===== src/rtl/red_tracker_pkg.sv =====
// Shared widths, FSM state type and per-frame accumulator record for the
// red blob tracker.
package red_tracker_pkg;

    localparam int CNT_W   = 19;
    localparam int SUM_W   = 28;
    localparam int DIV_CYC = 28;
    localparam int COORD_W = 10;

    typedef enum logic [1:0] {IDLE, DIV_X, DIV_Y, PUBLISH} trk_state_t;

    typedef struct packed {
        logic [CNT_W-1:0]   cnt;
        logic [SUM_W-1:0]   sum_x;
        logic [SUM_W-1:0]   sum_y;
        logic [COORD_W-1:0] x_min;
        logic [COORD_W-1:0] x_max;
        logic [COORD_W-1:0] y_min;
        logic [COORD_W-1:0] y_max;
    } blob_acc_t;

    // Start-of-frame value: min at the top of the range so the first pixel wins.
    function automatic blob_acc_t acc_init();
        blob_acc_t a;
        a.cnt   = '0;
        a.sum_x = '0;
        a.sum_y = '0;
        a.x_min = '1;
        a.x_max = '0;
        a.y_min = '1;
        a.y_max = '0;
        return a;
    endfunction

endpackage


===== src/rtl/seq_divider.sv =====
// Restoring unsigned divider, one quotient bit per clock. The first bit is
// resolved in the start cycle so done lands DIV_CYC cycles after start.
module seq_divider
    import red_tracker_pkg::*;
(
    input  logic             clk,
    input  logic             reset,
    input  logic             start,
    input  logic [SUM_W-1:0] dividend,
    input  logic [CNT_W-1:0] divisor,
    output logic             done,
    output logic [SUM_W-1:0] quotient
);

    localparam int LEFT_W = $clog2(DIV_CYC);

    logic [CNT_W-1:0]  rem_q;
    logic [CNT_W-1:0]  div_q;
    logic [SUM_W-1:0]  dvd_q;
    logic [LEFT_W-1:0] left_q;
    logic              running;

    logic [CNT_W-1:0]  rem_in;
    logic [CNT_W-1:0]  div_in;
    logic [SUM_W-1:0]  dvd_in;
    logic [CNT_W:0]    trial;
    logic [CNT_W:0]    trial_diff;
    logic [CNT_W-1:0]  rem_step;
    logic              ge;

    // The dividend register shifts left and collects quotient bits at its LSB.
    always_comb begin
        rem_in     = start ? '0       : rem_q;
        dvd_in     = start ? dividend : dvd_q;
        div_in     = start ? divisor  : div_q;
        trial      = {rem_in, dvd_in[SUM_W-1]};
        trial_diff = trial - {1'b0, div_in};
        ge         = (trial >= {1'b0, div_in});
        rem_step   = ge ? trial_diff[CNT_W-1:0] : trial[CNT_W-1:0];
    end

    always_ff @(posedge clk) begin
        if (reset) begin
            running <= 1'b0;
            done    <= 1'b0;
            left_q  <= '0;
            rem_q   <= '0;
            div_q   <= '0;
            dvd_q   <= '0;
        end else begin
            done <= 1'b0;
            if (start || running) begin
                rem_q <= rem_step;
                dvd_q <= {dvd_in[SUM_W-2:0], ge};
                div_q <= div_in;
            end
            if (start) begin
                running <= 1'b1;
                left_q  <= LEFT_W'(DIV_CYC - 1);
            end else if (running) begin
                left_q <= left_q - LEFT_W'(1);
                if (left_q == LEFT_W'(1)) begin
                    running <= 1'b0;
                    done    <= 1'b1;
                end
            end
        end
    end

    assign quotient = dvd_q;

endmodule


===== src/rtl/red_blob_tracker.sv =====
// Per-frame red pixel accumulator with centroid computation; publishes aim
// point and bounding box that hold steady for the following frame.
module red_blob_tracker
    import red_tracker_pkg::*;
#(
    parameter int unsigned H_ACT     = 640,
    parameter int unsigned V_ACT     = 480,
    parameter logic [3:0]  R_MIN     = 4'hA,
    parameter logic [3:0]  G_MAX     = 4'h5,
    parameter logic [3:0]  B_MAX     = 4'h5,
    parameter int unsigned MIN_COUNT = 64
)(
    input  logic         clk,
    input  logic         reset,
    input  logic         de,
    input  logic [9:0]   x_pixel,
    input  logic [9:0]   y_pixel,
    input  logic [11:0]  pixel,
    input  logic         frame_end,
    output logic [9:0]   aim_x,
    output logic [9:0]   aim_y,
    output logic         aim_detected,
    output logic [11:0]  box_x_min,
    output logic [11:0]  box_x_max,
    output logic [11:0]  box_y_min,
    output logic [11:0]  box_y_max,
    output logic         result_valid,
    output logic         busy
);

    blob_acc_t          acc_q;
    blob_acc_t          acc_next;
    blob_acc_t          snap_q;
    trk_state_t         state;
    logic               is_red;
    logic               div_start;
    logic               div_done;
    logic [SUM_W-1:0]   div_dividend;
    logic [SUM_W-1:0]   div_quotient;
    logic [COORD_W-1:0] quot_x;
    logic               unused_quot_bits;

    assign is_red = de
                 && (32'(x_pixel) < H_ACT) && (32'(y_pixel) < V_ACT)
                 && (pixel[11:8] >= R_MIN)
                 && (pixel[7:4]  <= G_MAX)
                 && (pixel[3:0]  <= B_MAX);

    // acc_next already includes this cycle's pixel, so a red pixel coincident
    // with frame_end lands in the snapshot of the closing frame.
    always_comb begin
        acc_next = acc_q;
        if (is_red) begin
            acc_next.cnt   = acc_q.cnt + CNT_W'(1);
            acc_next.sum_x = acc_q.sum_x + SUM_W'(x_pixel);
            acc_next.sum_y = acc_q.sum_y + SUM_W'(y_pixel);
            if (x_pixel < acc_q.x_min) acc_next.x_min = x_pixel;
            if (x_pixel > acc_q.x_max) acc_next.x_max = x_pixel;
            if (y_pixel < acc_q.y_min) acc_next.y_min = y_pixel;
            if (y_pixel > acc_q.y_max) acc_next.y_max = y_pixel;
        end
    end

    always_ff @(posedge clk) begin
        if (reset || frame_end) acc_q <= acc_init();
        else                    acc_q <= acc_next;
    end

    assign div_dividend = (state == DIV_Y) ? snap_q.sum_y : snap_q.sum_x;

    seq_divider u_divider (
        .clk      (clk),
        .reset    (reset),
        .start    (div_start),
        .dividend (div_dividend),
        .divisor  (snap_q.cnt),
        .done     (div_done),
        .quotient (div_quotient)
    );

    assign unused_quot_bits = ^div_quotient[SUM_W-1:COORD_W];

    // frame_end outside IDLE only clears the accumulators; the result in flight continues.
    always_ff @(posedge clk) begin
        if (reset) begin
            state        <= IDLE;
            snap_q       <= acc_init();
            div_start    <= 1'b0;
            quot_x       <= '0;
            aim_x        <= '0;
            aim_y        <= '0;
            aim_detected <= 1'b0;
            box_x_min    <= '0;
            box_x_max    <= '0;
            box_y_min    <= '0;
            box_y_max    <= '0;
            result_valid <= 1'b0;
            busy         <= 1'b0;
        end else begin
            div_start    <= 1'b0;
            result_valid <= 1'b0;
            case (state)
                IDLE: begin
                    if (frame_end) begin
                        snap_q <= acc_next;
                        busy   <= 1'b1;
                        if (32'(acc_next.cnt) < MIN_COUNT) begin
                            aim_detected <= 1'b0;
                            result_valid <= 1'b1;
                            state        <= PUBLISH;
                        end else begin
                            div_start <= 1'b1;
                            state     <= DIV_X;
                        end
                    end
                end
                DIV_X: begin
                    if (div_done) begin
                        quot_x    <= div_quotient[COORD_W-1:0];
                        div_start <= 1'b1;
                        state     <= DIV_Y;
                    end
                end
                DIV_Y: begin
                    if (div_done) begin
                        aim_x        <= quot_x;
                        aim_y        <= div_quotient[COORD_W-1:0];
                        aim_detected <= 1'b1;
                        box_x_min    <= {2'b00, snap_q.x_min};
                        box_x_max    <= {2'b00, snap_q.x_max};
                        box_y_min    <= {2'b00, snap_q.y_min};
                        box_y_max    <= {2'b00, snap_q.y_max};
                        result_valid <= 1'b1;
                        state        <= PUBLISH;
                    end
                end
                PUBLISH: begin
                    busy  <= 1'b0;
                    state <= IDLE;
                end
                default: state <= IDLE;
            endcase
        end
    end

endmodule

===== config.mk =====
export PLATFORM = sky130hd
export DESIGN_NAME = red_blob_tracker
export DESIGN_NICKNAME = d
export VERILOG_FILES = /design/src/rtl/red_tracker_pkg.sv /design/src/rtl/seq_divider.sv /design/src/rtl/red_blob_tracker.sv
export SDC_FILE = /design/constraint.sdc
export NUM_CORES = 1
export LEC_CHECK = 0
export CORE_MARGIN = 2
export CORE_UTILIZATION = 45
export DETAILED_ROUTE_END_ITERATION = 16
export PLACE_DENSITY = 0.67
export SYNTH_ARGS = -nofsm -noshare
export SYNTH_HDL_FRONTEND = slang
export SYNTH_SLANG_ARGS = --single-unit

===== constraint.sdc =====
create_clock -name clk -period 3.84 [get_ports clk]
set_input_delay 0.768 -clock clk [delete_from_list [all_inputs] [get_ports clk]]
set_output_delay 0.768 -clock clk [all_outputs]
set_load 0.005 [all_outputs]

Yosys cells after proc, flatten, opt, wreduce, memory -nomap -nowiden:

Cells that the tools add are included.

* bits in registers: 379
* latch bits: 0
* bits in writable memories: 0
* ROM bits: 0
* input bits: 36
* output and inout bits: 71
* word-level logic and storage cells: 111
* memories: 0

* add/sub/neg operators: 5
* $mul: 0
* div/mod/pow operators: 0
* $lt $le $gt $ge: 11
* eq/ne operators: 8
* shifts and indexed selects: 0
* muxes and demuxes: 34
* bitwise operators: 1
* reductions and logical operators: 19

Operator list (number)
* 2-to-1 mux 115 bit: 1
* 2-to-1 mux 19 bit: 3
* adder 28 x 10 -> 28 bit: 2
* 2-to-1 mux 28 bit: 2
* 2-to-1 mux 10 bit: 4
* greater-or-equal comparator 20 x 19 -> 1 bit: 1
* greater-than comparator 10 bit: 2
* < comparator 10 bit: 2
* adder 19 x 1 -> 19 bit, second input constant: 1
* < comparator 19 x 7 -> 1 bit, second input constant: 1
* subtractor 19 bit: 1
* 2-to-1 mux 1 bit: 13
* < comparator 10 bit, second input constant: 1
* < comparator 10 x 9 -> 1 bit, second input constant: 1
* 2-to-1 mux 5 bit: 2
* <= comparator 4 x 3 -> 1 bit, second input constant: 2
* 2-to-1 mux 2 bit: 4
* one-hot mux 1 bit (2 select lines): 4
* one-hot mux 2 bit (4 select lines): 1
* AND reduction 2 bit: 4
* nonzero test 2 bit: 3
* equality test 5 x 1 -> 1 bit, second input constant: 1
* logical AND 1 bit: 5
* subtractor 5 x 1 -> 5 bit, second input constant: 1
* 12 further kinds: 16

Logic depth before layout (Yosys ltp):

Gate-level depths: netlist of the first run.

* depth in word-level cells: 11
* mapped depth: 17
* depth with buffers taken out: 15

Hierarchy:

Synthesis of the first run repeated with hierarchy kept, for this count alone.

* cell total of the unflattened synthesis: 2132
* area total of the unflattened synthesis: 18222.5 um^2

By module, submodules not included
* red_blob_tracker: times used 1, cells an instance 1565, area each 13600.5 um^2, sequential area each 6125.9 um^2
* seq_divider: times used 1, cells an instance 567, area each 4621.9 um^2, sequential area each 1461.4 um^2

Worst setup path before layout of the first run:

OpenSTA, ideal clock, no wires.

* kind: reg2reg
* start point: register div_start
* end point: register u_divider.rem_q[0]
* library setup time: 0.086 ns
* arrival time: 3.990 ns
* data required time: 3.754 ns
* setup slack: -0.236 ns
* cell stages (with the launch flop): 15
* path buffers: 4
* clock period less this slack: 4.076 ns
* path through: dfxtp_1 -> clkbuf_1 -> clkbuf_1 -> buf_1 -> mux2i_1 -> ha_1 -> nor2b_1 -> o31ai_1 -> a211oi_1 -> o31ai_1 -> a31oi_1 -> nor3_1 -> buf_2 -> mux2_2 -> a211oi_1

* word-level cells in the longest chain between the ends: 3
* elaborated cells between the ends (all ways): 7
* classes of those cells: add/sub (1); order compare (1); mux (4); reduce/logical (1)

RTL lines
* start, declared: RTL line red_blob_tracker.sv:36 `logic div_start;`
* start signal, assigned: RTL line red_blob_tracker.sv:88 `div_start <= 1'b0;`
* start signal, assigned: RTL line red_blob_tracker.sv:100 `div_start <= 1'b0;`
* start signal, assigned: RTL line red_blob_tracker.sv:112 `div_start <= 1'b1;`
* 2-to-1 mux 28 bit (tied with other cells): RTL line seq_divider.sv:34 `dvd_in = start ? dividend : dvd_q;`
* subtractor 19 bit / greater-or-equal comparator 20 x 19 -> 1 bit (equally long branches): RTL line seq_divider.sv:37, seq_divider.sv:38
* 2-to-1 mux 19 bit: RTL line seq_divider.sv:39 `rem_step = ge ? trial_diff[CNT_W-1:0] : trial[CNT_W-1:0];`
* end signal, assigned: RTL line seq_divider.sv:53 `rem_q <= rem_step;`
* end, declared: RTL line seq_divider.sv:17 `logic [CNT_W-1:0] rem_q;`

Several ways; a longest one is shown, not always the timed one.
A chain may end at the register's enable or synchronous reset.

Worst setup path after layout of the first run:

* start point: register state[0]
* end point: register u_divider.rem_q[18]

* word-level cells in the longest chain between the ends: 5
* elaborated cells between the ends (all ways): 6
* classes of those cells: add/sub (1); order compare (1); eq/ne (1); mux (3)

RTL lines
* start, declared: RTL line red_blob_tracker.sv:34 `trk_state_t state;`
* start signal, assigned: RTL line red_blob_tracker.sv:86 `state <= IDLE;`
* start signal, assigned: RTL line red_blob_tracker.sv:110 `state <= PUBLISH;`
* start signal, assigned: RTL line red_blob_tracker.sv:113 `state <= DIV_X;`
* equality test 2 bit *: RTL line red_blob_tracker.sv:69 `assign div_dividend = (state == DIV_Y) ? snap_q.sum_y : snap_q.sum_x;`
* 2-to-1 mux 28 bit *: RTL line red_blob_tracker.sv:69
* 2-to-1 mux 28 bit *: RTL line seq_divider.sv:34
* subtractor 19 bit / greater-or-equal comparator 20 x 19 -> 1 bit (equally long branches): RTL line seq_divider.sv:37, seq_divider.sv:38
* 2-to-1 mux 19 bit *: RTL line seq_divider.sv:39

Mark *: on every way between the ends. The rest lies on a longest branch, timed or not.

==> results of run 1 <==
metrics by stage:
| stage | total power, mW | worst slack, ns | util [%] | hold slack [ns] | std cells |
|---|---|---|---|---|---|
| 6_report | 9.76 | 0.265 | 53.6 | 0.450 | 2680 |
| 5_1_grt | 10.2 | 0.0291 | 53.6 | 0.466 | 2680 |
| 4_1_cts | 9.83 | 0.0772 | 53.5 | 0.453 | 2678 |
| 3_5_place_dp | 5.85 | -0.0164 | 50.0 | 0.443 | 2607 |
| 3_3_place_gp | 5.81 | 0.0455 | 50.0 | 0.437 | 2607 |
| 2_1_floorplan | 5.43 | 0.0162 | - | 0.432 | 2066 |
area by class of cell:
type | count | area [um2] | share of cell area [%]
clock buffer | 58 | 1210 | 5.82
clock inverter | 13 | 165 | 0.795
inverter | 70 | 263 | 1.26
multi-input combinational | 1478 | 9370 | 45.1
sequential | 379 | 7590 | 36.5
tap | 518 | 648 | 3.12
timing repair buffer | 164 | 1540 | 7.39
synthesized netlist by cell type, drive strengths merged, types with 12 or more instances:
library cell / instances / area, um2
and2: 12 / 75.1
xor2: 32 / 280
inv: 69 / 259
dfxtp: 379 / 7590
a21oi: 125 / 626
nor2: 279 / 1050
xnor2: 53 / 464
clkbuf: 111 / 417
nor3: 64 / 320
ha: 84 / 1050
a211oi: 189 / 1420
nor2b: 59 / 369
buf: 28 / 140
nand2: 221 / 830
mux2i: 95 / 951
o21ai: 24 / 120
nor4: 30 / 206
o21a: 12 / 90.1
a21o: 25 / 188
nand3: 30 / 150
nand4: 22 / 138
registers in the layout, indices dropped and copies added, names as in the netlist:
register / flops
acc_q: 115
snap_q: 115
u_divider.quotient: 28
u_divider.div_q: 19
u_divider.rem_q: 19
aim_x: 10
aim_y: 10
box_x_max: 10
box_x_min: 10
box_y_max: 10
box_y_min: 10
quot_x: 10
u_divider.left_q: 5
state: 2
aim_detected: 1
busy: 1
div_start: 1
result_valid: 1
u_divider.done: 1
u_divider.running: 1
kinds of logic after synthesis:
group,after synthesis,share of synthesized area (%)
compound gates,435,16.7
xor+xnor,85,4.21
fa+ha+maj,87,6.28
buf+inv,209,4.63
flops,379,42.9
mux,98,5.57
other cells,1,0.0212
simple gates,765,19.7
layer usage:
metal | vias up | global-route usage, % | part of all wire [%] | routed length [um]
met2 | 284 | 33.7 | 45 | 19300
met5 | - | 0 | 0.030 | 13
met4 | 2 | 5.79 | 2.0 | 863
met3 | 56 | 3.27 | 4.5 | 1950
met1 | 6790 | 29.2 | 49 | 21100
li1 | 7359 | - | - | -
worst reg2reg max path, delay by kind of cell, from the launching register on:
kind	cells	cell delay (ns)
and+or+nand+nor	4	0.74
muxes	1	0.11
AOI/OAI and AO/OA	6	1.16
buffers and inverters	2	0.25
DFF	1	0.35
adders and majority gates	3	0.86
power by group:
group	leakage (nW)	total, mW	switching (mW)	internal [mW]
logic	4.09	1.39	0.877	0.517
clock network	0.681	4.00	1.61	2.39
registers	3.07	4.37	0.161	4.21
total	7.84	9.76	2.65	7.12
timing repair:
| item | in CTS | in global routing |
|---|---|---|
| buffers inserted | 0 | 2 |
| setup endpoints to repair | 0 | 7 |
| hold buffers | 0 | 0 |
| hold endpoints to repair | 0 | 0 |
| gates resized for setup | 0 | 8 |
worst max-delay path by stage:
stage                                startpoint                          endpoint  slack [ns]
after floorplan            div_start$_SDFF_PP0_   u_divider.rem_q[0]$_SDFFE_PP0P_        0.02
after global routing      state[0]$_SDFFE_PP0P_  u_divider.rem_q[18]$_SDFFE_PP0P_        0.03
after detailed placement             y_pixel[9]         aim_detected$_SDFFE_PP0P_       -0.02
after global placement               y_pixel[9]         aim_detected$_SDFFE_PP0P_        0.05
after CTS                 state[0]$_SDFFE_PP0P_  u_divider.rem_q[18]$_SDFFE_PP0P_        0.08
final                     state[0]$_SDFFE_PP0P_  u_divider.rem_q[18]$_SDFFE_PP0P_        0.27
cell usage in the layout, fill, tap and decap left out, types with 12 or more instances in the layout:
cell	netlist	routed
nand4_1	22	22
clkbuf_16	0	40
o21a_1	12	12
nand3_1	30	30
clkbuf_8	0	14
a211oi_1	189	187
o21ai_0	23	23
buf_4	8	64
ha_1	84	82
nor2_1	279	279
nand2_1	221	220
nor3_1	64	63
nor2b_1	59	58
a21o_1	25	25
a21oi_1	125	125
mux2i_1	95	95
inv_1	69	69
nor4_1	27	27
clkdlybuf4s50_1	0	94
xor2_1	32	32
dfxtp_1	379	376
xnor2_1	53	53
==> out/results.ini, run 1 <==
[outcome]
outcome=completed

[yosys]
ys.flop_type=dfxtp_1
synth_enable_flop_cells=0
synth_seq_cells=379
netlist_instances=2059
netlist_area_um2=17700
yosys_warnings=0
avgSynthCellArea_um2=8.59
synth_seq_area_share_pct=42.9
synth_cell_types=67
ys_async_sr_fraction_pct=0

[worst_setup_path]
slowest_stage=fa_1
crit_type=flip-flop to flip-flop
cp.buffers_inverters=2
crit_arrival_ns=4.02
regToRegSetupSlack_ns=0.27
cp.required_ns=4.28
max_stage_delay_ns=0.41
r2r_end=u_divider.rem_q[18]$_SDFFE_PP0P_
end_kind=flip-flop
path_max_fanout=7
ff2ff_path_depth=16
crit_top_cell=ha_2
timing.rr.start=state[0]$_SDFFE_PP0P_
path_cells=inv_1 > ha_2 > mux2i_1 > nand2_1 > o21ai_0 > ha_2 > fa_1 > nor2b_2 > o31ai_4 > a211oi_2 > o31ai_1 > a31oi_1 > nor3_2 > buf_4 > or3_4 > o32ai_1
cp-start-kind=flip-flop
path_delay_family=compound AO/OA/AOI/OAI gates
worstSetupPathDepth=16

[finish]
final_nets=2255
syn_to_final_growth_pct=17.5
layout-drive-gt1-share_pct=8.05
n_fill_cell=3577
post-route-cell-area_um2=20800
diodes=0

[sta]
rsz0062_at_grt=false
slew_viol_final=0
worst_slew_pin_slew_ns=1.17
setup_tns_ns=0
max_freq_mhz=280
hold_viol=0
skew_ns=0.0240
maxSlewHeadroom_pct=21.6
period_share_pct=93.1
finalSetupViolations=0
final.min_clock_period_ns=3.57

[clocking]
root_buffer=clkbuf_16
path_clk_slew_ns=0.06
worstSkewPairLatency_ns=0.55
htreeDepth=2
cts_tree=done
cts-buffers-inserted=39
cts_max_path_buffers=3
cts.sinks=379

[route]
totalWireLength_um=43200
routedWlPerCell_um=16.1
drt-pass1-iter-count=6
vias=14500
drc_errors=0
ant_nets=0
first_iter_violations=906
viasPerCell=5.41

[hold_path]
min_to=box_y_min[8]$_SDFFE_PP0P_
min_from=box_y_min[8]$_SDFFE_PP0P_
min_path_type=flip-flop to flip-flop
min_delay_path_depth=2

[global_route]
antenna_found_initial=1
grt_pass1_vias=13900
grt_pass1_wl_um=71300
grt_usage_pct=21.0
grt_overflow_total=0
grt_max_degree=134

[placement]
port_buffers=95
gp_congestion=0.868
dp_hpwl_um=29700
placed_area_um2=19400

[floorplanning]
io_pins=107
row_count=72
start_util_pct=45.7
die_y_um=202
core_um2=38700
fp.dieArea_um2=40900
fp.dieW_um=202

[job]
max-cap-violations=0

[power_and_ir_drop]
p_leak_nw=7.84
irDropWorstVdd_v=0.000268
powerDensity_nw_per_um2=470

Power figures use the tool's default switching activity.
==> run 2, diff against run 1 <==
Settings changed: RECOVER_POWER from default to 25.
==> run 2 against run 1 <==
- the run now ends with max-capacitance violations, max-slew violations left
- clock-buffer cell count did not move
- sequential share of layout area barely moved
- clock skew barely moved
- die area did not move
- flip-flop and latch count did not move
- largest power group unchanged
==> out/results.ini, run 2 (synthesized netlist as in run 1, its figures left out) <==
[outcome]
outcome=finished, violations left
violations=max-capacitance violations, max-slew violations

[sta]
rsz0062_at_grt=false
maxSlewHeadroom_pct=-65.2
max_freq_mhz=280
final.min_clock_period_ns=3.58
worst_slew_pin_slew_ns=2.48
finalSetupViolations=0
layout_setup_ws_ns=0.262
skew_ns=0.0235
hold_viol=0
period_share_pct=93.2
slew_viol_final=104

[route]
viasPerCell=5.42
drt-pass1-iter-count=5
routedWlPerCell_um=16.1
drc_errors=0
first_iter_violations=895
ant_nets=0
totalWireLength_um=43100
vias=14500

[worst_setup_path]
path_cells=inv_1 > ha_2 > mux2i_1 > nand2_1 > o21ai_0 > ha_2 > fa_1 > nor2b_2 > o31ai_4 > a211oi_2 > o31ai_1 > a31oi_1 > nor3_2 > buf_4 > or3_4 > o32ai_1
regToRegSetupSlack_ns=0.26
slowest_stage=fa_1
cp.required_ns=4.28
timing.rr.start=state[0]$_SDFFE_PP0P_
path_max_fanout=7
end_kind=flip-flop
crit_arrival_ns=4.02
crit_top_cell=ha_2
r2r_end=u_divider.rem_q[18]$_SDFFE_PP0P_
worstSetupEndpoint=u_divider.rem_q[18]$_SDFFE_PP0P_
max_stage_delay_ns=0.41
crit_type=flip-flop to flip-flop
ff2ff_path_depth=16
startpoint=state[0]$_SDFFE_PP0P_
cp-start-kind=flip-flop

[power_and_ir_drop]
powerDensity_nw_per_um2=470
irDropWorstVdd_v=0.000267
p_leak_nw=7.99
power_mw=9.76

[clocking]
cts_max_path_buffers=3
path_clk_slew_ns=0.06
htreeDepth=2
cts.sinks=379
root_buffer=clkbuf_16
cts-buffers-inserted=39
cts_tree=done
worstSkewPairLatency_ns=0.55
holdBufCountCts=0

[floorplanning]
core_um2=38700
row_count=72
fp.dieArea_um2=40900
start_util_pct=45.7
io_pins=107
die_y_um=202
fp.dieW_um=202

[placement]
gp_congestion=0.868
port_buffers=95
place_ws_ns=-0.0164
dp_hpwl_um=29700

[finish]
diodes=0
syn_to_final_growth_pct=17.4
layout-drive-gt1-share_pct=7.91
final_nets=2255
final_cell_mix=dfxtp_1 (377), nor2_1 (279), nand2_1 (220)
layout_commonest_cell=dfxtp_1

[job]
max-cap-violations=2

[hold_path]
min_path_type=flip-flop to flip-flop

[global_route]
grt_max_degree=134
grt_pass1_vias=13900
antenna_found_initial=1
grt_pass1_wl_um=71300
grt_usage_pct=21.0
grt_overflow_total=0

==> run 2: cell count changes in the layout (fill, tap and decap cells not counted), sizes merged <==
| cell | previous run | this run |
|---|---|---|
| dlygate4sd3 | 0 | 45 |
| clkdlybuf4s50 | 94 | 49 |
| buf | 70 | 65 |
| clkbuf | 58 | 63 |
==> run 2: cell type report <==
class | instances | area, um2
Inverter | 70 | 263
Multi-Input combinational cell | 1478 | 9370
Timing Repair Buffer | 164 | 1520
Clock buffer | 58 | 1210
Tap cell | 518 | 648
Fill cell | 3582 | 18000
Sequential cell | 379 | 7590
Clock inverter | 13 | 165
==> run 2: worst min-delay path by stage <==
stage / from / slack (ns) / depth (start not counted) / endpoint
3_5_place_dp: quot_x[3]$_SDFFE_PP0P_ / 0.44 / 2 / aim_x[3]$_SDFFE_PP0P_
3_3_place_gp: quot_x[3]$_SDFFE_PP0P_ / 0.44 / 2 / aim_x[3]$_SDFFE_PP0P_
5_1_grt: box_y_min[8]$_SDFFE_PP0P_ / 0.46 / 2 / box_y_min[8]$_SDFFE_PP0P_
6_report: box_y_min[8]$_SDFFE_PP0P_ / 0.45 / 2 / box_y_min[8]$_SDFFE_PP0P_
4_1_cts: quot_x[3]$_SDFFE_PP0P_ / 0.45 / 2 / aim_x[3]$_SDFFE_PP0P_
2_1_floorplan: quot_x[0]$_SDFFE_PP0P_ / 0.43 / 2 / aim_x[0]$_SDFFE_PP0P_
==> run 2: metrics by stage <==
stage	std cells	area (um2)	hold slack, ns	setup TNS [ns]	util, %
6_report	2680	20800	0.448	0	53.6
5_1_grt	2680	20800	0.464	0	53.6
4_1_cts	2678	20700	0.453	0	53.5
3_5_place_dp	2607	19400	0.443	-0.0164	50.0
3_3_place_gp	2607	19400	0.437	0	50.0
2_1_floorplan	2066	17700	0.432	0	-
==> run 2: metal layers <==
layer | track usage [%] | wire [um] | vias to the layer above | share of wire (%)
met5 | 0 | 13 | - | 0.030
met3 | 3.27 | 2030 | 54 | 4.7
li1 | - | - | 7372 | -
met1 | 29.2 | 20900 | 6783 | 48
met2 | 33.7 | 19300 | 316 | 45
met4 | 5.79 | 833 | 2 | 1.9
==> run 2: repair_timing <==
action,CTS,global route
buffers inserted,0,2
resized for setup,0,8
endpoints found under the hold margin,0,0
endpoints found under the setup margin,0,7
==> run 2: critical path: cells and delay by family (launching register included) <==
family          cells  cell delay (ns)
fa+ha+maj           3             0.86
mux                 1             0.11
flops               1             0.35
compound gates      6             1.17
simple gates        4             0.74
buf+inv             2             0.25
==> run 2: power by group <==
| part | switching [mW] | internal, mW |
|---|---|---|
| Combinational | 0.874 | 0.520 |
| Clock | 1.60 | 2.39 |
| Sequential | 0.161 | 4.21 |
